<file path="config.mk">
export PLATFORM = sky130hd
export DESIGN_NAME = bus_arbiter8
export DESIGN_NICKNAME = d
export VERILOG_FILES = /design/src/rtl/bus_arbiter8.sv
export SDC_FILE = /design/constraint.sdc
export NUM_CORES = 1
export LEC_CHECK = 0
export BUFFER_PORTS_ARGS = -buffer_cell sky130_fd_sc_hd__buf_2
export CAP_MARGIN = 20
export CELL_PAD_IN_SITES_DETAIL_PLACEMENT = 1
export CELL_PAD_IN_SITES_GLOBAL_PLACEMENT = 1
export CORE_MARGIN = 1
export CORE_UTILIZATION = 33
export DETAILED_ROUTE_END_ITERATION = 16
export GPL_TIMING_DRIVEN = 1
export PLACE_DENSITY = 0.91
export SETUP_SLACK_MARGIN = 0.4
export SYNTH_ARGS = -nofsm -noshare
export SYNTH_HDL_FRONTEND = slang
export SYNTH_SLANG_ARGS = --single-unit
</file>
<file path="constraint.sdc">
create_clock -name clock -period 5.7 [get_ports clock]
set_input_delay 0.285 -clock clock [delete_from_list [all_inputs] [get_ports clock]]
set_output_delay 0.285 -clock clock [all_outputs]
set_load 0.05 [all_outputs]
</file>
<file path="src/rtl/bus_arbiter8.sv">
// bus_arbiter8: round-robin arbiter that shares one 16-bit valid/ready channel among eight requesters.
// Optional grant locking is compiled in when the BUS_ARB_LOCK_EN macro is defined.
module bus_arbiter8 (
    input  logic        clock,
    input  logic        reset_n,
    input  logic [7:0]  req,
    input  logic [15:0] data_a,
    input  logic [15:0] data_b,
    input  logic [15:0] data_c,
    input  logic [15:0] data_d,
    input  logic [15:0] data_e,
    input  logic [15:0] data_f,
    input  logic [15:0] data_g,
    input  logic [15:0] data_h,
    input  logic [7:0]  lock,
    output logic        out_valid,
    output logic [15:0] out_data,
    output logic [2:0]  out_src,
    input  logic        out_ready,
    output logic [7:0]  grant,
    output logic [7:0]  ack
);

    typedef enum logic {
        IDLE,
        BUSY
    } state_t;

    state_t      state_q;
    logic [2:0]  ptr_q;
    logic [2:0]  src_q;
    logic        valid_q;
    logic [15:0] data_q;
    logic [7:0]  grant_q;

    logic [2:0]  searchBase;
    logic [2:0]  winner;
    logic [2:0]  idx;
    logic        found;
    logic [15:0] wordSel;
    logic        accept;

`ifdef BUS_ARB_LOCK_EN
    logic        lockFlag_q;

    // A locked winner restarts the scan at its own index; if it has let go, the scan moves on to w+1.
    assign searchBase = lockFlag_q ? src_q : ptr_q;
`else
    logic        unusedLock;

    assign unusedLock = ^lock;
    assign searchBase = ptr_q;
`endif

    // First set request bit at or after the search base, wrapping modulo 8.
    always_comb begin
        winner = searchBase;
        idx    = searchBase;
        found  = 1'b0;
        for (int k = 0; k < 8; k++) begin
            idx = searchBase + 3'(k);
            if (!found && req[idx]) begin
                winner = idx;
                found  = 1'b1;
            end
        end
    end

    always_comb begin
        wordSel = data_a;
        case (winner)
            3'd0: wordSel = data_a;
            3'd1: wordSel = data_b;
            3'd2: wordSel = data_c;
            3'd3: wordSel = data_d;
            3'd4: wordSel = data_e;
            3'd5: wordSel = data_f;
            3'd6: wordSel = data_g;
            3'd7: wordSel = data_h;
            default: wordSel = data_a;
        endcase
    end

    assign accept    = valid_q & out_ready;
    assign ack       = {8{accept}} & grant_q;
    assign out_valid = valid_q;
    assign out_data  = data_q;
    assign out_src   = src_q;
    assign grant     = grant_q;

    // Captured word, source and grant stay frozen for the whole BUSY phase.
    always_ff @(posedge clock or negedge reset_n) begin
        if (!reset_n) begin
            state_q    <= IDLE;
            ptr_q      <= 3'd0;
            src_q      <= 3'd0;
            valid_q    <= 1'b0;
            data_q     <= 16'h0000;
            grant_q    <= 8'h00;
`ifdef BUS_ARB_LOCK_EN
            lockFlag_q <= 1'b0;
`endif
        end else begin
            case (state_q)
                IDLE: begin
                    if (|req) begin
                        data_q     <= wordSel;
                        src_q      <= winner;
                        grant_q    <= 8'(1) << winner;
                        valid_q    <= 1'b1;
                        state_q    <= BUSY;
`ifdef BUS_ARB_LOCK_EN
                        lockFlag_q <= 1'b0;
`endif
                    end
                end
                BUSY: begin
                    if (accept) begin
                        valid_q <= 1'b0;
                        grant_q <= 8'h00;
                        state_q <= IDLE;
`ifdef BUS_ARB_LOCK_EN
                        if (lock[src_q]) begin
                            lockFlag_q <= 1'b1;
                        end else begin
                            ptr_q <= src_q + 3'd1;
                        end
`else
                        ptr_q   <= src_q + 3'd1;
`endif
                    end
                end
                default: state_q <= IDLE;
            endcase
        end
    end

endmodule
</file>
== Yosys cells after proc, flatten, opt, wreduce, memory -nomap -nowiden ==
Index checks and enable logic that the tools add are counted.
Operators by class
  bitwise gates (word level): 3
  shift operators: 1
  add/sub/neg operators: 8
  $lt $le $gt $ge: 8
  muxes and demuxes: 40
  eq/ne operators: 9
  reductions and logical operators: 19
Operators by type and width (number)
  case mux 16 bit (8 select lines): 1
  < comparator 3 x 4 -> 1 bit (second input constant): 8
  binary-select mux 1 bit (select 3 bit): 8
  2-to-1 mux 3 bit: 7
  2-to-1 mux 1 bit: 19
  2-to-1 mux 8 bit: 2
  case mux 8 bit (2 select lines): 1
  adder 3 bit (second input constant): 4
  == test 3 bit (second input constant): 4
  AND 8 bit: 1
  OR reduction 8 bit: 1
  << shifter 1 x 3 -> 8 bit (first input constant): 1
  logical AND 1 bit: 7
  logical NOT 1 bit: 7
  adder 3 x 1 -> 3 bit (second input constant): 2
  adder 3 x 2 -> 3 bit (second input constant): 2
  == test 3 x 2 -> 1 bit (second input constant): 2
  AND reduction 2 bit: 3
  case mux 1 bit (2 select lines): 2
  == test 3 x 1 -> 1 bit (second input constant): 1
  logical NOT 3 bit: 1
  != test 2 x 1 -> 1 bit (second input constant): 1
  != test 2 bit (second input constant): 1
  AND 1 bit: 1
  NOT 1 bit: 1
Word-level totals
  word-level logic and storage cells: 94
  output and inout port bits: 36
  bits in registers: 32
  input bits: 147

== Depth between registers and ports, before layout ==
  word-level depth: 27
  gate-level depth with buffers: 17
  depth with buffers taken out: 11

== Least setup slack after synthesis ==
Ideal clock, no wire load.
  kind: flip-flop to flip-flop
  from: reg ptr_q[1]
  to: reg data_q[10], in the netlist out_data[10]
  cell stages (with the launch flop): 17
  data required time: 5560 ps
  data arrival time: 3891 ps
  setup time: 140 ps
  slack: 1669 ps
  clock period less this slack: 4031 ps
  buffers on the path: 5
  cell sequence: dfrtp_1 -> clkbuf_1 -> buf_1 -> inv_1 -> ha_1 -> buf_4 -> buf_6 -> mux2i_1 -> mux4_2 -> a22oi_2 -> a311oi_1 -> or3_1 -> nand2_2 -> buf_2 -> mux2_2 -> o221ai_1 -> o2111ai_1
On the way
  word-level cells in the longest chain between the ends: 26
  elaborated cells on any way between the ends: 60
  those cells by class: 7 x add/sub; 7 x eq/ne; 31 x mux; 15 x reduce/logical
RTL lines
  start: declaration: RTL line 30  | logic [2:0] ptr_q;
  start signal: assignment: RTL line 129  | ptr_q <= src_q + 3'd1;
  parallel branches: the longest is 23 deep, another holds adder 3 x 1 -> 3 bit
  2-to-1 mux 3 bit (*): RTL line 62  | if (!found && req[idx]) begin
  == test 3 bit (tied with other cells): RTL line 71  | case (winner)
  case mux 16 bit (8 select lines) (*): RTL line 71
  end signal: assignment: RTL line 107  | data_q <= wordSel;
  end: declaration: RTL line 33  | logic [15:0] data_q;
Mark *: on every way between the ends. The select of a mux whose other input is x is not followed.
A chain may end at the register's enable or synchronous reset.

== Worst setup path in the final report ==
Ends and elaborated chain as after synthesis.

==> impl_results.md <==
* Worst rel slew slack at 45.8%
* Starting Density at 34.1%
* Worst path cell trace: inv_1, ha_1, mux4_2, mux2_2, o41ai_2, a22oi_1, a211oi_2, nor2_4, nor4_4, buf_4, nand2_1, o2111ai_1
* Antenna violation net count after detailed routing at 0
* Pre-CTS setup slack at 1440 ps
* Ant. Diodes at 0
* Status: completed
* RSZ-0062 raised after global routing: no
* Root Buffer Master: clkbuf_8
* Die area at 10,500 µm²
* TritonCTS clock tree: done
* Global-route wire length before repair at 19,600 µm
* Pin count of the biggest net entering global routing at 33
* CTS clk-pin slew, worst paths at 70 ps
* CTS hold repair buffers at 0
* Final setup TNS at 0 ps
* Fraction of registers with async set or reset after synthesis at 100%
* Core Area at 9820 µm²
* Critical Path RT at 5880 ps
* CP Buf/Inv Count at 2
* Worst-skew pair later-pin latency at 280 ps
* Critical path's top delay family: compound AO/OA/AOI/OAI gates
* Sequential area share after synthesis at 23.9%
* Clock Skew at 4.66 ps
* Clk sinks at 32
* Power, Total at 3.55 mW
* Max Clock Freq at 232 MHz
* CP max-delay cell: ha_1
* Unique masters post-synth at 56
* H-tree Lvls at 2
* Synth area leader: dfrtp_1
* Worst Setup Start Kind: flip-flop
* PostCTS Resize Cnt at 0
* Pins over their slew limit at 0
* Maximum net fanout on the critical path at 24
* Cells after synthesis at 356
* Drt drc at 0
* Final setup viols at 0
* Post-synth EDFFs at 0
* Synth Cell Area at 3350 µm²
* Buffers added on ports at 174
* Mean routed wirelength per cell at 19.7 µm
* Max_cap viols at 0
* DR vias at 3,756
* Row count at 36
* Slew @ Worst Pin at 813 ps
* Initial DRC count at 99
* Post-CTS Setup Repair Bufs at 0
* Gr usage total at 24.2%
* Die height at 103 µm
* Worst setup slack after layout at 1390 ps
* Final min period at 4310 ps
* Congestion Overflow GR at 0
* Kind of critical path: reg -> reg
* Critical Path AT at 4490 ps
* Fill cells at 1,240
* Synth-to-Final Area Change at 32.2%
* Commonest non-fill, non-tap cells in the layout: buf_2 (174), nand2_1 (47), o31a_1 (32), dfrtp_1 (32), mux2i_1 (25)
* CTS Buf Count at 5
* Crit path capture type: flip-flop
* Initial antenna violation count at 0
* Tcrit/Tclk final at 75.6%
* Yosys warns at 0
* Mean Syn Cell Area at 9.40 µm²
* Leak pwr at 2.04 nW
* Detail Placement HPWL at 9740 µm
* Ports at 183
* Post-synth top flop: dfrtp_1
* CP max stage delay at 680 ps
* DRT Pass-1 Iters at 4
* Worst hold path type: in -> async
* #FFs+latches synth at 32
* Vias in the first global route at 3,992
* Fin. Hold Viols at 0
* Post-synth top area share at 23.9%
* Top cells by area, synth: dfrtp_1 (24%), o31a_1 (8.4%), mux2i_1 (7.5%), mux2_2 (7.4%), mux4_2 (7.4%)
* Layout Nets at 664
* Clock Path Buffers at 2
* Peak supply drop at 0.413 mV
* P per Cell Area at 801 nW/µm²
* Syn_nets at 506
* Routability cong. at 0.892
* Die width at 103 µm
* Most common cell after layout, fill and taps aside: buf_2
* Via density per instance at 5.80
* Final wirelength at 12,800 µm
* Worst hold slack at 64.6 ps
* Layout cell share with drive strength beyond 1 at 46.0%
cells in the mapped netlist (all sizes together), types with 4 or more instances:
master and count:
mux2i 26, a22oi 4, nand2b 6, mux4 11, a22o 6, clkbuf 12
nor2 15, o21ai 10, o31a 32, nor4b 16, a21o 4, buf 22
o2111ai 16, mux2 24, inv 4, nand2 48, o221ai 16, and3 8
a21oi 6, dfrtp 32
power breakdown:
| group | internal, mW | leakage [nW] | switching, mW | total [mW] |
|---|---|---|---|---|
| clock | 0.130 | 0.0552 | 0.0868 | 0.216 |
| sequential | 0.326 | 0.402 | 0.0805 | 0.406 |
| combinational | 1.03 | 1.59 | 1.89 | 2.92 |
| total | 1.49 | 2.04 | 2.06 | 3.55 |
layout make-up:
type,instances,area [µm²],area share [%]
sequential,32,801,18.1
inverter,4,15.0,0.339
timing repair buffer,185,973,22.0
multi-input combinational,286,2360,53.4
clock inverter,2,35.0,0.792
clock buffer,6,72.6,1.64
tap,133,166,3.76
final timing paths:
path	startpoint	to	slack, ps	cells after the start
max reg2reg	ptr_q[1]	out_data[10]	1390	12
max	ptr_q[1]	out_data[10]	1390	12
min	reset_n	out_data[6]	60	1
max in group asynchronous	reset_n	ptr_q[2]	5150	1
min in group clock	data_f[14]	out_data[14]	240	3
min reg2reg	out_data[15]	out_data[15]	490	2
flip-flops by register name, indices dropped and copies added (netlist names):
signal	count
ptr_q	3
grant	8
out_valid	1
out_data	16
state_q	1
out_src	3
metrics by stage:
step                      area [µm²]  instances  utilization, %
after floorplan                 3350        356               -
after global placement          4300        639            43.8
after detailed placement        4300        639            43.8
after CTS                       4410        647            44.9
after global routing            4430        648            45.1
final                           4430        648            45.1
worst reg2reg max path: cells and delay by family, from the launching register on:
kind	cells	cell delay, ps
compound gates	4	980
fa+ha+maj	1	680
buf+inv	2	380
flops	1	350
mux	2	950
simple gates	3	860
kinds of logic (layout without fill, tap and decap cells):
group / Yosys count / in the layout / share of synthesized area [%]
compound gates: 113 / 113 / 28.1
simple gates: 106 / 106 / 16.8
mux: 61 / 61 / 23.5
buf+inv: 38 / 197 / 5.76
flops: 32 / 32 / 23.9
fa+ha+maj: 3 / 3 / 1.12
xor+xnor: 3 / 3 / 0.785
metal layers:
layer | share of wire [%] | GRT usage, % | wire, µm | vias up
li1 | - | - | - | 1741
met4 | 2.1 | 8.57 | 265 | 0
met1 | 40 | 28.4 | 5150 | 1842
met3 | 4.8 | 3.93 | 613 | 23
met5 | 0 | 0 | 0 | -
met2 | 53 | 44.2 | 6740 | 150
(Power assumes the default switching activity.)
